File: config.mk
export PLATFORM = sky130hd
export DESIGN_NAME = button_event_decoder
export DESIGN_NICKNAME = d
export VERILOG_FILES = /design/src/rtl/button_event_decoder.sv
export SDC_FILE = /design/constraint.sdc
export NUM_CORES = 1
export LEC_CHECK = 0
export BUFFER_PORTS_ARGS = -buffer_cell sky130_fd_sc_hd__buf_2
export CAP_MARGIN = 20
export CORE_ASPECT_RATIO = 1.1
export CORE_MARGIN = 5
export CORE_UTILIZATION = 55
export CTS_BUF_LIST = sky130_fd_sc_hd__clkbuf_2 sky130_fd_sc_hd__clkbuf_4 sky130_fd_sc_hd__clkbuf_8
export DETAILED_ROUTE_END_ITERATION = 16
export PLACE_DENSITY = 0.75
export SLEW_MARGIN = 0
export SYNTH_ARGS = -nofsm -noshare
export SYNTH_HDL_FRONTEND = slang
export SYNTH_SLANG_ARGS = --single-unit
export TNS_END_PERCENT = 100
File: constraint.sdc
create_clock -name i_clk -period 2.43 [get_ports i_clk]
set_input_delay 0.486 -clock i_clk [delete_from_list [all_inputs] [get_ports i_clk]]
set_output_delay 0.486 -clock i_clk [all_outputs]
set_load 0.02 [all_outputs]
File: src/rtl/button_event_decoder.sv
// Turns a debounced button level into press/short/long/repeat/release strobes; all strobes registered, one cycle after the edge/tick.
// Auto-repeat while held is built only when BUTTON_AUTOREPEAT_EN is defined; otherwise o_repeat_stb is tied low.
module button_event_decoder #(
  parameter int LONG_TICKS   = 1000,
  parameter int REPEAT_TICKS = 200
) (
  input  logic i_clk,
  input  logic i_reset_n,
  input  logic i_en,
  input  logic i_tick_stb,
  input  logic i_button_state,
  output logic o_press_stb,
  output logic o_short_stb,
  output logic o_long_stb,
  output logic o_repeat_stb,
  output logic o_release_stb,
  output logic o_held
);

  typedef enum logic [1:0] {IDLE, PRESSED, HELD} state_t;

  localparam logic [15:0] LONG_CNT = 16'(LONG_TICKS);

  if (LONG_TICKS < 1 || LONG_TICKS > 65535 ||
      REPEAT_TICKS < 1 || REPEAT_TICKS > 65535) begin : g_bad_param
    $error("button_event_decoder: LONG_TICKS/REPEAT_TICKS must be in 1..65535");
  end

  state_t      state;
  logic [15:0] tick_cnt;
  logic        prev_state;
  logic        rise;
  logic        fall;
  logic [15:0] cnt_inc;

  assign rise    = i_button_state & ~prev_state;
  assign fall    = ~i_button_state & prev_state;
  // Counter is cleared on every state entry and compared before the bump, so it never wraps.
  assign cnt_inc = tick_cnt + 16'd1;

`ifdef BUTTON_AUTOREPEAT_EN
  localparam logic [15:0] REPEAT_CNT = 16'(REPEAT_TICKS);
  logic repeat_q;
  assign o_repeat_stb = repeat_q;
`else
  assign o_repeat_stb = 1'b0;
`endif

  always_ff @(posedge i_clk) begin
    if (!i_reset_n) begin
      state         <= IDLE;
      tick_cnt      <= 16'd0;
      prev_state    <= 1'b0;
      o_press_stb   <= 1'b0;
      o_short_stb   <= 1'b0;
      o_long_stb    <= 1'b0;
      o_release_stb <= 1'b0;
      o_held        <= 1'b0;
`ifdef BUTTON_AUTOREPEAT_EN
      repeat_q      <= 1'b0;
`endif
    end else begin
      o_press_stb   <= 1'b0;
      o_short_stb   <= 1'b0;
      o_long_stb    <= 1'b0;
      o_release_stb <= 1'b0;
`ifdef BUTTON_AUTOREPEAT_EN
      repeat_q      <= 1'b0;
`endif
      if (i_en) begin
        prev_state <= i_button_state;
        case (state)
          IDLE: begin
            if (rise) begin
              state       <= PRESSED;
              tick_cnt    <= 16'd0;
              o_press_stb <= 1'b1;
            end
          end
          PRESSED: begin
            // Release takes priority over a threshold tick landing in the same cycle.
            if (fall) begin
              state         <= IDLE;
              tick_cnt      <= 16'd0;
              o_short_stb   <= 1'b1;
              o_release_stb <= 1'b1;
            end else if (i_tick_stb) begin
              if (cnt_inc == LONG_CNT) begin
                state      <= HELD;
                tick_cnt   <= 16'd0;
                o_long_stb <= 1'b1;
                o_held     <= 1'b1;
              end else begin
                tick_cnt <= cnt_inc;
              end
            end
          end
          HELD: begin
            if (fall) begin
              state         <= IDLE;
              tick_cnt      <= 16'd0;
              o_release_stb <= 1'b1;
              o_held        <= 1'b0;
            end
`ifdef BUTTON_AUTOREPEAT_EN
            else if (i_tick_stb) begin
              if (cnt_inc == REPEAT_CNT) begin
                tick_cnt <= 16'd0;
                repeat_q <= 1'b1;
              end else begin
                tick_cnt <= cnt_inc;
              end
            end
`endif
          end
          default: begin
            state    <= IDLE;
            tick_cnt <= 16'd0;
            o_held   <= 1'b0;
          end
        endcase
      end
    end
  end

endmodule

### After elaboration in Yosys (flattened, before gate mapping)

Index checks and enable logic that the tools add are counted.

| cells by class | value |
|---|---|
| $add $sub $neg | 1 |
| $mul | 0 |
| div/mod/pow operators | 0 |
| magnitude comparators | 0 |
| equal/unequal tests | 10 |
| shifts and indexed selects | 0 |
| multiplexer cells | 20 |
| bitwise operators | 9 |
| reductions and logical operators | 9 |

Operator list:

| cell | count |
|---|---|
| $mux W16 | 5 |
| $pmux W16 S3 | 1 |
| $add A16 B1 Y16 const B | 1 |
| $eq A16 B10 Y1 const B | 1 |
| $mux W2 | 5 |
| $ne A2 B2 Y1 const B | 5 |
| $reduce_and A3 Y1 | 3 |
| $mux W1 | 7 |
| $not A1 Y1 | 7 |
| $ne A3 B3 Y1 const B | 2 |
| $pmux W2 S3 | 1 |
| $reduce_and A6 Y1 | 1 |
| $reduce_and A5 Y1 | 1 |
| $reduce_or A5 Y1 | 1 |
| $reduce_and A4 Y1 | 1 |
| $pmux W1 S3 | 1 |
| $and A1 B1 Y1 | 2 |
| $eq A2 B1 Y1 const B | 1 |
| $eq A2 B2 Y1 const B | 1 |
| $logic_not A2 Y1 | 1 |
| $reduce_or A2 Y1 | 1 |

| word-level totals | value |
|---|---|
| flip-flop bits (word level) | 24 |
| latch bits | 0 |
| memory bits (writable) | 0 |
| memory bits (read-only) | 0 |
| input bits | 5 |
| memories | 0 |

### Logic depth before layout (Yosys ltp)

| depth | value |
|---|---|
| depth in word-level cells | 6 |
| mapped depth | 9 |
| depth with buffers taken out | 7 |

### Worst setup path after synthesis

No wires, ideal clock.

| timing | value |
|---|---|
| kind | reg2reg |
| from | register tick_cnt[0] |
| to | register tick_cnt[10] |
| library setup time | 135 ps |
| arrival time | 1763 ps |
| setup slack | 532 ps |
| cell stages (with the launch flop) | 8 |
| period minus slack after synthesis | 1898 ps |
| cell sequence | dfxtp_1 > ha_1 > nand3_1 > nor2_1 > a41oi_1 > o2111a_1 > o311ai_0 > o41ai_1 |

| on the way | value |
|---|---|
| word-level cells in the longest chain between the ends | 6 |

Ends and longest elaborated chain:

| item | line | source |
|---|---|---|
| start, declared | 30 | `logic [15:0] tick_cnt;` |
| start signal, assigned | 94 | `tick_cnt <= cnt_inc;` |
| $add A16 B1 Y16 (*) | 39 | `assign cnt_inc = tick_cnt + 16'd1;` |
| $eq A16 B10 Y1 | 88 | `if (cnt_inc == LONG_CNT) begin` |
| $mux W16 (*) | 88 |  |
| $mux W16 (*) | 87 | `end else if (i_tick_stb) begin` |
| $mux W16 (*) | 82 | `if (fall) begin` |
| $pmux W16 S3 (*) | 72 | `case (state)` |

Every way passes the cells marked *; elsewhere a longest branch is shown, timed or not. The select of a mux whose other input is x is not followed.
A chain may end at the register's enable or synchronous reset.

### Final worst setup path

| timing | value |
|---|---|
| from | register tick_cnt[10] |
| to | register o_held |

| on the way | value |
|---|---|
| word-level cells in the longest chain between the ends | 4 |

Ends and longest elaborated chain:

| item | line | source |
|---|---|---|
| $add A16 B1 Y16 | 39 |  |
| $eq A16 B10 Y1 | 88 |  |
| $ne A2 B2 Y1 (no source line) | -- |  |
| $reduce_and A6 Y1 (no source line) | -- |  |
| end signal, assigned | 58 | `o_held <= 1'b0;` |
| end signal, assigned | 92 | `o_held <= 1'b1;` |
| end signal, assigned | 103 | `o_held <= 1'b0;` |
| end, declared | 17 | `output logic o_held` |

Every way passes these cells.

==> metrics.txt <==
status finished, final reports clean; IO Port Bufs 9; Die ar. 0.00386 mm²; top cells by area, synth dfxtp_1 32%, nand2_1 5.3%, nand3_1 4.7%; setup TNS 0 ns; R2R Path End o_held; Die Y 64.6 µm; switch share 28.9%; Max FO, Critical Path 7; endpoints failing hold 0; Post-synth top cells 24 x dfxtp_1, 21 x nand2_1, 14 x nand3_1; Detailed Place HPWL 2780 µm; PD cells 465 mW/mm²; DRC errors left 0; Slew HR 46.7%; largest net degree at the start of global routing 24; core area 0.00254 mm²; first-pass GRT wire length 6600 µm; Slew Viols, Final 0; layout cells sized above 1 15.8%; FF+latch count, synth 24; antenna violations before repair 0; fin crit share 92.6%; DR pass1 iterations 4; Final setup viols 0; cts bufs inserted 3; Worst R2R Start tick_cnt[10]; FP Rows 19; Hold Crit Class in -> reg; Critical Path End Type flip-flop; worst setup path category reg -> reg; Total Power 750 µW; clk_skew 0.00325 ns; routability cong. 0.921; Yosys top cell by area dfxtp_1; final setup margin 0.180 ns; routed vias 1,509; crit start category flip-flop; Worst EP arrival 2.52 ns; Net Count, Synth 194; Ys Warns 0; Critical Path Start tick_cnt[10]; routed vias/inst 6.65; LEAKAGE 0.575 nW; peak supply drop 0.319 mV; H-tree depth 1; async set-or-reset flop fraction in the synthesized netlist 0%; die extent in x 59.7 µm; clk slew on worst S/H paths 0.14 ns; RSZ-0062 raised after global routing no; Post-synth EDFFs 0; via count of the first global-routing pass 1,481; Final nets 206; Netlist cell types 57; reg2reg setup slack 0.18 ns; Sw Pwr 216 µW; Root Driver clkbuf_4; worst-case reg-to-reg path depth 6; total global routing overflow 0; WL per Instance 16.8 µm; First DRT Iteration DRCs 81; top-count cell post-synth dfxtp_1; fmax 444 MHz; clock share of power 29.0%; maximum clock insertion buffer count 2; # hold bufs at CTS 0; P_int 533 µW; Post-Synthesis Cells 185; CTS Sinks 24; Area Growth Syn to Fin 8.05%; max-capacitance violation count 0; Worst Setup EP o_held; Synth Area per Inst 8.07 µm²; synthesized area 0.00149 mm²; Antenna Nets Post-Route 0; Antenna Cells 0; drt total wl 3810 µm; worst slew pin tran 0.794 ns; worst skew pair latency 0.32 ns; All-Layer GR Usage 21.4%; sequential power share 54.0%; sequential-to-total area share from yosys stat 32.2%; Data required, critical path 2.70 ns; TritonCTS clock tree built; launch point of the worst hold path i_button_state; worst slack at placement 0.281 ns; Synth top area share 32.2%; Period minus WS final 2.25 ns; Main synth FF type dfxtp_1; Ports 11; Comb pwr share 17.1%; starting density of the core 58.7%
==> worst max-delay path, stage by stage (launching register included) <==
cell      delay, ns
dfxtp_1        0.39
nor4b_1        0.43
nand4b_1       0.22
or4b_1         0.63
buf_4          0.22
nor3_2         0.17
o211a_1        0.15
==> repair_timing <==
item,CTS,global route
endpoints found under the setup margin,0,1
endpoints found under the hold margin,0,0
resized for setup,0,1
setup buffers,0,0
==> cells in the final DEF (no fill, tap or decap), types with 2 or more instances in the layout <==
cell	instances
a41oi_1	2
nor3_1	10
nor2_1	11
nor4b_1	2
inv_1	7
buf_2	9
ha_1	4
o311ai_0	3
and2_1	2
nor4_1	5
a31oi_1	3
or3_1	3
o21ai_0	8
and3_1	7
o211ai_1	2
a21oi_1	2
nor3b_1	2
nand3_1	14
or2b_2	2
buf_4	8
dfxtp_1	24
nand4_1	6
clkbuf_4	3
mux2i_1	3
nand2_1	21
==> logic make-up (layout without fill, tap and decap cells) <==
logic type / after synthesis / after routing / share of synthesized area, %
AOI/OAI and AO/OA: 33 / 33 / 16.3
xor gates and xnor gates: 2 / 2 / 1.17
adders and majority gates: 4 / 4 / 3.35
buffers and inverters: 18 / 29 / 6.45
DFF: 24 / 24 / 32.2
muxes: 3 / 3 / 2.01
other: 1 / 1 / 0.251
and+or+nand+nor: 100 / 100 / 38.2
==> stage by stage <==
step	hold WS [ns]	instance area (µm²)	instances	util (%)
6_report	0.457	1610	227	63.4
4_1_cts	0.441	1610	227	63.2
3_5_place_dp	0.496	1570	223	61.7
5_1_grt	0.439	1610	227	63.4
2_1_floorplan	0.455	1490	185	-
3_3_place_gp	0.469	1570	223	61.7
==> metal layers <==
layer / vias to the layer above / GRT usage [%] / part of all wire (%)
li1: 717 / - / -
met1: 706 / 29.1 / 41
met2: 74 / 33.0 / 48
met3: 12 / 4.17 / 8.4
met4: 0 / 8.31 / 2.1
met5: - / 0 / 0
==> flip-flops by register name, summed over array words and instances, names as in the netlist <==
| name | cells |
|---|---|
| o_held | 1 |
| o_long_stb | 1 |
| o_press_stb | 1 |
| o_release_stb | 1 |
| o_short_stb | 1 |
| prev_state | 1 |
| state | 2 |
| tick_cnt | 16 |
==> layout make-up <==
cell class	count	area, µm²
Clock buffer	4	36.3
Fill cell	216	931
Inverter	8	30.0
Multi-Input combinational cell	143	922
Sequential cell	24	480
Tap cell	31	38.8
Timing Repair Buffer	17	105
==> worst min-delay path by stage <==
| stage | endpoint | slack, ns | cells past startpoint |
|---|---|---|---|
| final | prev_state | 0.46 | 3 |
| after global routing | o_long_stb | 0.44 | 3 |
| after CTS | o_long_stb | 0.44 | 3 |
| after detailed placement | o_held | 0.50 | 1 |
| after global placement | state[0] | 0.47 | 2 |
| after floorplan | state[0] | 0.46 | 2 |
==> power by group through the flow <==
stage	registers, mW	clock network, mW	logic [mW]
after floorplan	0.413	0	0.0887
after global placement	0.412	0	0.120
after global routing	0.405	0.245	0.141
final	0.405	0.217	0.128
after CTS	0.404	0.224	0.125
after detailed placement	0.413	0	0.125
No activity file was read; power rests on OpenSTA's default activity.
